[src/rtl/io_controller.sv]
// ============================================================================
//  Module   : io_controller
//  Purpose  : I/O port for the single-cycle core. It drives N_OUT latched output
//             channels and serves input reads with a debounced confirm button.
//  Revision : 1.0 - initial release
// ============================================================================
`default_nettype none

module io_controller #(
    parameter int DATA_W       = 32,
    parameter int SW_W         = 16,
    parameter int N_OUT        = 2,
    parameter int OUT_SEL_W    = 1,
    parameter int DEBOUNCE_CYC = 4,
    parameter int SIGN_EXT     = 0
) (
    input  logic                    clock,
    input  logic                    reset,
    input  logic [SW_W-1:0]         switches,
    input  logic                    btn_confirm,
    input  logic [DATA_W-1:0]       data_output,
    input  logic                    io_wr,
    input  logic [OUT_SEL_W-1:0]    out_sel,
    input  logic                    io_rd,
    output logic [N_OUT*DATA_W-1:0] saida,
    output logic [DATA_W-1:0]       es,
    output logic                    es_valid,
    output logic                    stall
);

    localparam int                 c_CNT_W    = $clog2(DEBOUNCE_CYC + 1);
    localparam logic [c_CNT_W-1:0] c_CNT_MAX  = c_CNT_W'(DEBOUNCE_CYC);
    localparam logic [c_CNT_W-1:0] c_CNT_LAST = c_CNT_W'(DEBOUNCE_CYC - 1);

    localparam logic [1:0] c_ST_IDLE         = 2'd0;
    localparam logic [1:0] c_ST_WAIT_PRESS   = 2'd1;
    localparam logic [1:0] c_ST_WAIT_RELEASE = 2'd2;

    logic               r_btn_meta;
    logic               r_btn_s;
    logic [1:0]         r_state;
    logic [1:0]         w_state_next;
    logic [c_CNT_W-1:0] r_cnt;
    logic [c_CNT_W-1:0] w_cnt_next;
    logic               w_cnt_done;
    logic               w_counting;
    logic               w_capture;
    logic [DATA_W-1:0]  w_ext;
    logic [DATA_W-1:0]  r_es;
    logic               r_es_valid;

    // ------------------------------------------------------------------
    // Output channels: one register per channel, unmatched selects drop
    // ------------------------------------------------------------------
    for (genvar i = 0; i < N_OUT; i++) begin : g_out
        logic [DATA_W-1:0] r_chan;

        always_ff @(posedge clock) begin
            if (reset) begin
                r_chan <= '0;
            end else if (io_wr && (out_sel == OUT_SEL_W'(i))) begin
                r_chan <= data_output;
            end
        end

        assign saida[i*DATA_W +: DATA_W] = r_chan;
    end

    if (SIGN_EXT != 0) begin : g_sext
        assign w_ext = DATA_W'($signed(switches));
    end else begin : g_zext
        assign w_ext = DATA_W'(switches);
    end

    always_ff @(posedge clock) begin
        if (reset) begin
            r_btn_meta <= 1'b0;
            r_btn_s    <= 1'b0;
        end else begin
            r_btn_meta <= btn_confirm;
            r_btn_s    <= r_btn_meta;
        end
    end

    // ------------------------------------------------------------------
    // Input FSM: state register
    // ------------------------------------------------------------------
    always_ff @(posedge clock) begin
        if (reset) begin
            r_state    <= c_ST_IDLE;
            r_cnt      <= '0;
            r_es       <= '0;
            r_es_valid <= 1'b0;
        end else begin
            r_state    <= w_state_next;
            r_cnt      <= w_cnt_next;
            r_es_valid <= w_capture;
            if (w_capture) begin
                r_es <= w_ext;
            end
        end
    end

    assign w_cnt_done = (r_cnt == c_CNT_LAST);

    // Next-state logic; an abort while waiting for the press wins over a capture
    always_comb begin
        w_state_next = r_state;
        case (r_state)
            c_ST_IDLE: begin
                if (io_rd) w_state_next = c_ST_WAIT_PRESS;
            end
            c_ST_WAIT_PRESS: begin
                if (!io_rd)                     w_state_next = c_ST_IDLE;
                else if (r_btn_s && w_cnt_done) w_state_next = c_ST_WAIT_RELEASE;
            end
            c_ST_WAIT_RELEASE: begin
                if (!r_btn_s && w_cnt_done) w_state_next = c_ST_IDLE;
            end
            default: w_state_next = c_ST_IDLE;
        endcase
    end

    // Output logic: capture strobe and the debounce counter update
    always_comb begin
        w_capture  = (r_state == c_ST_WAIT_PRESS) && io_rd && r_btn_s && w_cnt_done;
        w_counting = ((r_state == c_ST_WAIT_PRESS)   &&  r_btn_s) ||
                     ((r_state == c_ST_WAIT_RELEASE) && !r_btn_s);
        w_cnt_next = '0;
        if (w_state_next == r_state && w_counting) begin
            w_cnt_next = (r_cnt == c_CNT_MAX) ? r_cnt : r_cnt + c_CNT_W'(1);
        end
    end

    assign es       = r_es;
    assign es_valid = r_es_valid;
    assign stall    = io_rd & ~r_es_valid;

endmodule

`default_nettype wire
[config.mk]
export PLATFORM = sky130hd
export DESIGN_NAME = io_controller
export DESIGN_NICKNAME = d
export VERILOG_FILES = /design/src/rtl/io_controller.sv
export SDC_FILE = /design/constraint.sdc
export NUM_CORES = 1
export LEC_CHECK = 0
export ABC_AREA = 1
export CAP_MARGIN = 20
export CORE_MARGIN = 5
export CORE_UTILIZATION = 44
export CTS_CLUSTER_DIAMETER = 30
export DETAILED_ROUTE_END_ITERATION = 12
export HOLD_SLACK_MARGIN = 0.1
export MAX_ROUTING_LAYER = met4
export PLACE_DENSITY = 0.95
export SYNTH_ARGS = -nofsm -noshare
export SYNTH_HDL_FRONTEND = slang
export SYNTH_SLANG_ARGS = --single-unit
export TNS_END_PERCENT = 50
[constraint.sdc]
create_clock -name clock -period 4.4 [get_ports clock]
set_clock_uncertainty 0.2 [all_clocks]
set_input_delay 0.44 -clock clock [delete_from_list [all_inputs] [get_ports clock]]
set_output_delay 0.44 -clock clock [all_outputs]
set_load 0.02 [all_outputs]
==> results.json, run 1 <==
{
  "status": "completed",
  "clk_pin_slew_ns": 0.09,
  "cts.hold.buffers_added": 0,
  "relSlewSlack": 0.355,
  "cp-end-kind": "register",
  "worstHoldPathType": "register to register",
  "finalInstanceArea_sq_um": 4840,
  "postCtsSetupBuffers": 0,
  "avgViaCountPerCell": 4.72,
  "dr.pass1.iters": 5,
  "hold_viol": 0,
  "numClockSinks": 88,
  "antenna_found_initial": 0,
  "path_max_fanout": 33,
  "layout.cells.non_filler": 645,
  "pwr-share-comb": 0.155,
  "n_antenna_cell": 0,
  "insertion_delay_ns": 0.34,
  "place_area_sq_um": 4580,
  "routed_wl_um": 9050,
  "syn_area_sq_um": 3290,
  "grt_pass1_wl_um": 13800,
  "fmax_mhz": 406,
  "finalCritPeriodShare": 0.560,
  "synth_top_area_frac": 0.535,
  "dr.first_iter.drc_count": 142,
  "rsz0062_at_grt": "no",
  "cts_buffers": 9,
  "swShare": 0.254,
  "grt_max_degree": 82,
  "finalSetupViolations": 0,
  "place_congestion": 0.805,
  "overflow": 0,
  "synth_area_leaders": "dfxtp_1, nor2_1, o21ai_0",
  "area_growth_pct": 46.9,
  "ioPinCount": 152,
  "htree_levels": 3,
  "p_switching_uw": 459,
  "drv_slew": 0,
  "critPathLaunchType": "input pin",
  "seqPwrFrac": 0.475,
  "clockBufferDepth": 2,
  "ys.warnings.count": 0,
  "p_leak_uw": 0.00201,
  "cts_tree": "built",
  "track_usage": 0.195,
  "route.detailed.drc": 0,
  "synth_seq_cells": 88,
  "vdd_drop_max_uv": 235,
  "fp.coreArea_sq_um": 7250,
  "grt_pass1_vias": 3027,
  "cp_data_arrival_time_ns": 2.53,
  "drv_cap": 0,
  "synth_cell_types": 26,
  "final_util": 0.667,
  "worst_pin_slew_ns": 0.966,
  "syn_area_per_cell_sq_um": 7.90,
  "power_frac_clock": 0.370,
  "initial_core_util": 0.454,
  "die-area_sq_um": 9310,
  "die_y_um": 96.5,
  "dp_hpwl_um": 6540,
  "setup_tns_ns": 0,
  "yosysSeqAreaShare": 0.535,
  "port_buffers": 135,
  "dp.cells": 628,
  "path_class": "input pin to register",
  "wire_per_inst_um": 14.0,
  "vias": 3043,
  "drive_gt1_frac": 0.0531,
  "synth_area_leader_cell": "dfxtp_1",
  "nNetsFinal": 598,
  "period_needed_ns": 2.47,
  "fp.dieW_um": 96.5,
  "p_per_area_nw_per_um2": 373,
  "final_antenna_net_count": 0,
  "rows": 31,
  "required_ns": 4.47,
  "syn-instance-count": 417,
  "cts_resized": 0,
  "clock-root-buffer": "clkbuf_8",
  "p_int_uw": 1350
}
-- synthesized netlist by cell type --
cell / instances
conb_1: 1
o21ai_1: 5
buf_6: 1
nand3_2: 1
nand3_1: 19
buf_4: 19
inv_4: 1
inv_1: 11
o21bai_1: 1
and2_1: 1
ha_1: 3
xor2_1: 1
clkbuf_1: 8
nand2_2: 2
nand2_1: 38
clkinv_2: 1
nor2_4: 1
inv_2: 4
buf_2: 9
nand3_4: 1
nor2_1: 136
dfxtp_1: 88
buf_12: 1
nand2_4: 1
o21ai_0: 62
a21oi_1: 1
-- power by group through the flow --
stage	sequential, uW	clock [uW]	combinational (uW)
global route	864	715	301
floorplan	921	0	96.5
finish	859	668	279
global placement	875	0	272
CTS	859	678	279
detailed placement	876	0	277
-- sequential cells by signal, indices dropped and copies added (netlist names) --
register and count:
r_cnt 3, r_btn_s 1, g_out.r_chan 64, r_state 2, es_valid 1, r_btn_meta 1, es 16
-- per-stage QoR --
| stage | worst slack [ns] | hold WS (ns) | power, uW |
|---|---|---|---|
| 6_report | 1.93 | 0.223 | 1810 |
| 3_3_place_gp | 1.75 | 0.200 | 1150 |
| 4_1_cts | 1.97 | 0.225 | 1820 |
| 2_1_floorplan | 2.90 | 0.188 | 1020 |
| 5_1_grt | 1.84 | 0.252 | 1880 |
| 3_5_place_dp | 1.65 | 0.208 | 1150 |
-- layout by cell type, fill, tap and decap left out, types with 2 or more instances in the layout --
master / synthesis / final
nor2_1: 136 / 136
clkdlybuf4s50_1: 0 / 135
ha_1: 3 / 3
clkinv_2: 1 / 3
nand2_1: 38 / 38
o21ai_0: 62 / 62
bufinv_16: 0 / 3
nand2_2: 2 / 2
inv_2: 4 / 4
o21ai_1: 5 / 5
inv_1: 11 / 11
dfxtp_1: 88 / 88
clkbuf_8: 0 / 9
inv_6: 0 / 2
conb_1: 1 / 16
nand3_1: 19 / 19
-- area by class of cell --
type / count / area (sq um)
clock buffers: 9 / 124
clock inverters: 7 / 118
fillers: 561 / 2420
inverters: 17 / 67.6
multi-input cells: 289 / 1270
flip-flops and latches: 88 / 1760
well taps: 99 / 124
repair buffers: 136 / 1370
-- kinds of logic (layout without fill, tap and decap cells) --
logic type	Yosys count	count (layout)	synth area share
simple gates	200	200	0.248
flops	88	88	0.535
compound gates	69	69	0.106
buf+inv	55	169	0.0961
fa+ha+maj	3	3	0.0114
other cells	1	16	0.00114
xor+xnor	1	1	0.00266
-- worst max-delay path, cell delays in order --
cell             delay [ns]
clkdlybuf4s50_1        0.52
nand2_1                0.57
inv_2                  0.70
nor2_1                 0.12
nor2_1                 0.16
-- final timing paths --
| kind | from | depth (start not counted) | end | slack [ns] |
|---|---|---|---|---|
| worst max-delay path | out_sel | 5 | g_out[1].r_chan[9] | 1.93 |
| worst min-delay path | r_btn_meta | 2 | r_btn_s | 0.22 |
| worst max register to register | r_cnt[0] | 8 | r_cnt[1] | 2.70 |
| worst min register to register | r_btn_meta | 2 | r_btn_s | 0.22 |
-- per-layer routing --
| metal | GRT usage | vias up | wire (um) |
|---|---|---|---|
| met5 | - | - | 0 |
| met1 | 0.203 | 1377 | 3540 |
| li1 | - | 1532 | - |
| met3 | 0.0658 | 23 | 758 |
| met4 | 0.0759 | 0 | 197 |
| met2 | 0.342 | 111 | 4560 |
Note: power is estimated with default switching activity, not from simulation.
==> inputs of run 2 (changes only) <==
CORE_UTILIZATION = 41   (was 44)
PLACE_DENSITY = 0.9   (was 0.95)
clock period = 2.5 ns   (was 4.4 ns; I/O delays follow)
==> run 2 against run 1 <==
Compared with the run above:
- utilization decreased by 4.7 points
- combinational power increased by 76%
- routed wire length decreased by 2.3%
- design area decreased by 0.47%
- via count decreased by 0.23%
- cell count increased by 0.93%
- sequential power increased by 76%
- non-clock buffer count increased by 3
- clock power increased by 48%
- worst hold slack got worse by 0.0065 ns
- register-to-register slack got worse by 2.0 ns
- die area increased by 6.5%
- largest cell class unchanged
- highest routed layer unchanged
==> results.json, run 2 (synthesized netlist as in run 1, its figures left out) <==
{
  "status": "completed",
  "vdd_drop_max_uv": 400,
  "clk_pin_slew_ns": 0.08,
  "finalCritPeriodShare": 0.773,
  "final_common_cell": "nor2_1",
  "cts_tree": "built",
  "track_usage": 0.185,
  "grt_pass1_wl_um": 14400,
  "overflow": 0,
  "finalPower_uw": 2990,
  "fmax_mhz": 518,
  "grt_pass1_vias": 3085,
  "setup_ws_ns": 0.569,
  "die_y_um": 99.6,
  "grt_max_degree": 47,
  "ioPinCount": 152,
  "port_buffers": 135,
  "antenna_found_initial": 0,
  "cts_resized": 0,
  "dp_hpwl_um": 6450,
  "relSlewSlack": 0.325,
  "p_leak_uw": 0.00200,
  "drive_gt1_frac": 0.0583,
  "vias": 3036,
  "route.detailed.drc": 0,
  "p_per_area_nw_per_um2": 621,
  "area_growth_pct": 46.2,
  "fp.coreArea_sq_um": 7770,
  "critPathLaunchType": "input pin",
  "worst_pin_slew_ns": 1.01,
  "initial_core_util": 0.424,
  "rows": 32,
  "worstHoldPathType": "register to register",
  "cts_buffers": 9,
  "setup_tns_ns": 0,
  "rsz0062_at_grt": "no",
  "cp-end-kind": "primary output",
  "cp_data_arrival_time_ns": 1.48,
  "pre_cts_ws_ns": 0.372,
  "postCtsSetupBuffers": 0,
  "clock-root-buffer": "clkbuf_8",
  "cts.hold.buffers_added": 0,
  "required_ns": 2.05,
  "path_class": "input pin to primary output",
  "fp.dieW_um": 99.6,
  "nNetsFinal": 601,
  "period_needed_ns": 1.93,
  "routed_wl_um": 8840,
  "drv_slew": 0,
  "fin_hold_ws_ns": 0.217,
  "path_max_fanout": 2,
  "dp.cells": 635,
  "final_cell_mix": "nor2_1, clkdlybuf4s50_1, dfxtp_1",
  "finalSetupViolations": 0,
  "numClockSinks": 88,
  "die-area_sq_um": 9920,
  "n_antenna_cell": 0,
  "dr.pass1.iters": 4,
  "avgViaCountPerCell": 4.66,
  "clockBufferDepth": 2,
  "wire_per_inst_um": 13.6,
  "dr.first_iter.drc_count": 73,
  "largest_reg_flops": 64,
  "final_antenna_net_count": 0,
  "layout.cells.non_filler": 651,
  "drv_cap": 0,
  "place_congestion": 0.804,
  "insertion_delay_ns": 0.34,
  "hold_viol": 0,
  "htree_levels": 3,
  "largest-register": "g_out.r_chan"
}
-- run 2: per-layer routing --
metal  vias up  part of all wire  track usage  wire length, um
met1      1379              0.40        0.198             3530
met4         0             0.011       0.0567               99
met2       112              0.50        0.319             4440
met3        10             0.087       0.0673              769
met5         -                 0            -                0
li1       1535                 -            -                -
-- run 2: critical path, cell delays in order --
cell and delay (ns):
clkdlybuf4s50_1 0.49, inv_1 0.05, nor2_1 0.08, clkdlybuf4s50_1 0.61
-- run 2: final cells by class --
| type | count | area, sq um |
|---|---|---|
| Clock buffer | 10 | 138 |
| Tap cell | 102 | 128 |
| Fill cell | 678 | 2950 |
| Timing Repair Buffer | 139 | 1380 |
| Sequential cell | 88 | 1760 |
| Multi-Input combinational cell | 289 | 1270 |
| Clock inverter | 6 | 67.6 |
| Inverter | 17 | 67.6 |
-- run 2: power by group --
| group | switching [uW] | total (uW) | internal, uW | leakage [uW] |
|---|---|---|---|---|
| registers | 38.2 | 1510 | 1470 | 0.000722 |
| clock network | 494 | 987 | 492 | 0.0000989 |
| logic | 261 | 492 | 232 | 0.00118 |
-- run 2: worst paths after layout --
| path | from | to | slack [ns] | depth (start not counted) |
|---|---|---|---|---|
| hold reg to reg | r_btn_meta | r_btn_s | 0.22 | 2 |
| hold / removal | r_btn_meta | r_btn_s | 0.22 | 2 |
| setup reg to reg | r_cnt[0] | r_cnt[0] | 0.75 | 8 |
| setup / recovery | io_rd | stall | 0.57 | 4 |
-- run 2: through the flow --
stage / utilization / area [sq um]
final: 0.620 / 4810
after detailed placement: 0.593 / 4610
after global routing: 0.620 / 4810
after CTS: 0.620 / 4810
after floorplan: - / 3350
after global placement: 0.593 / 4610
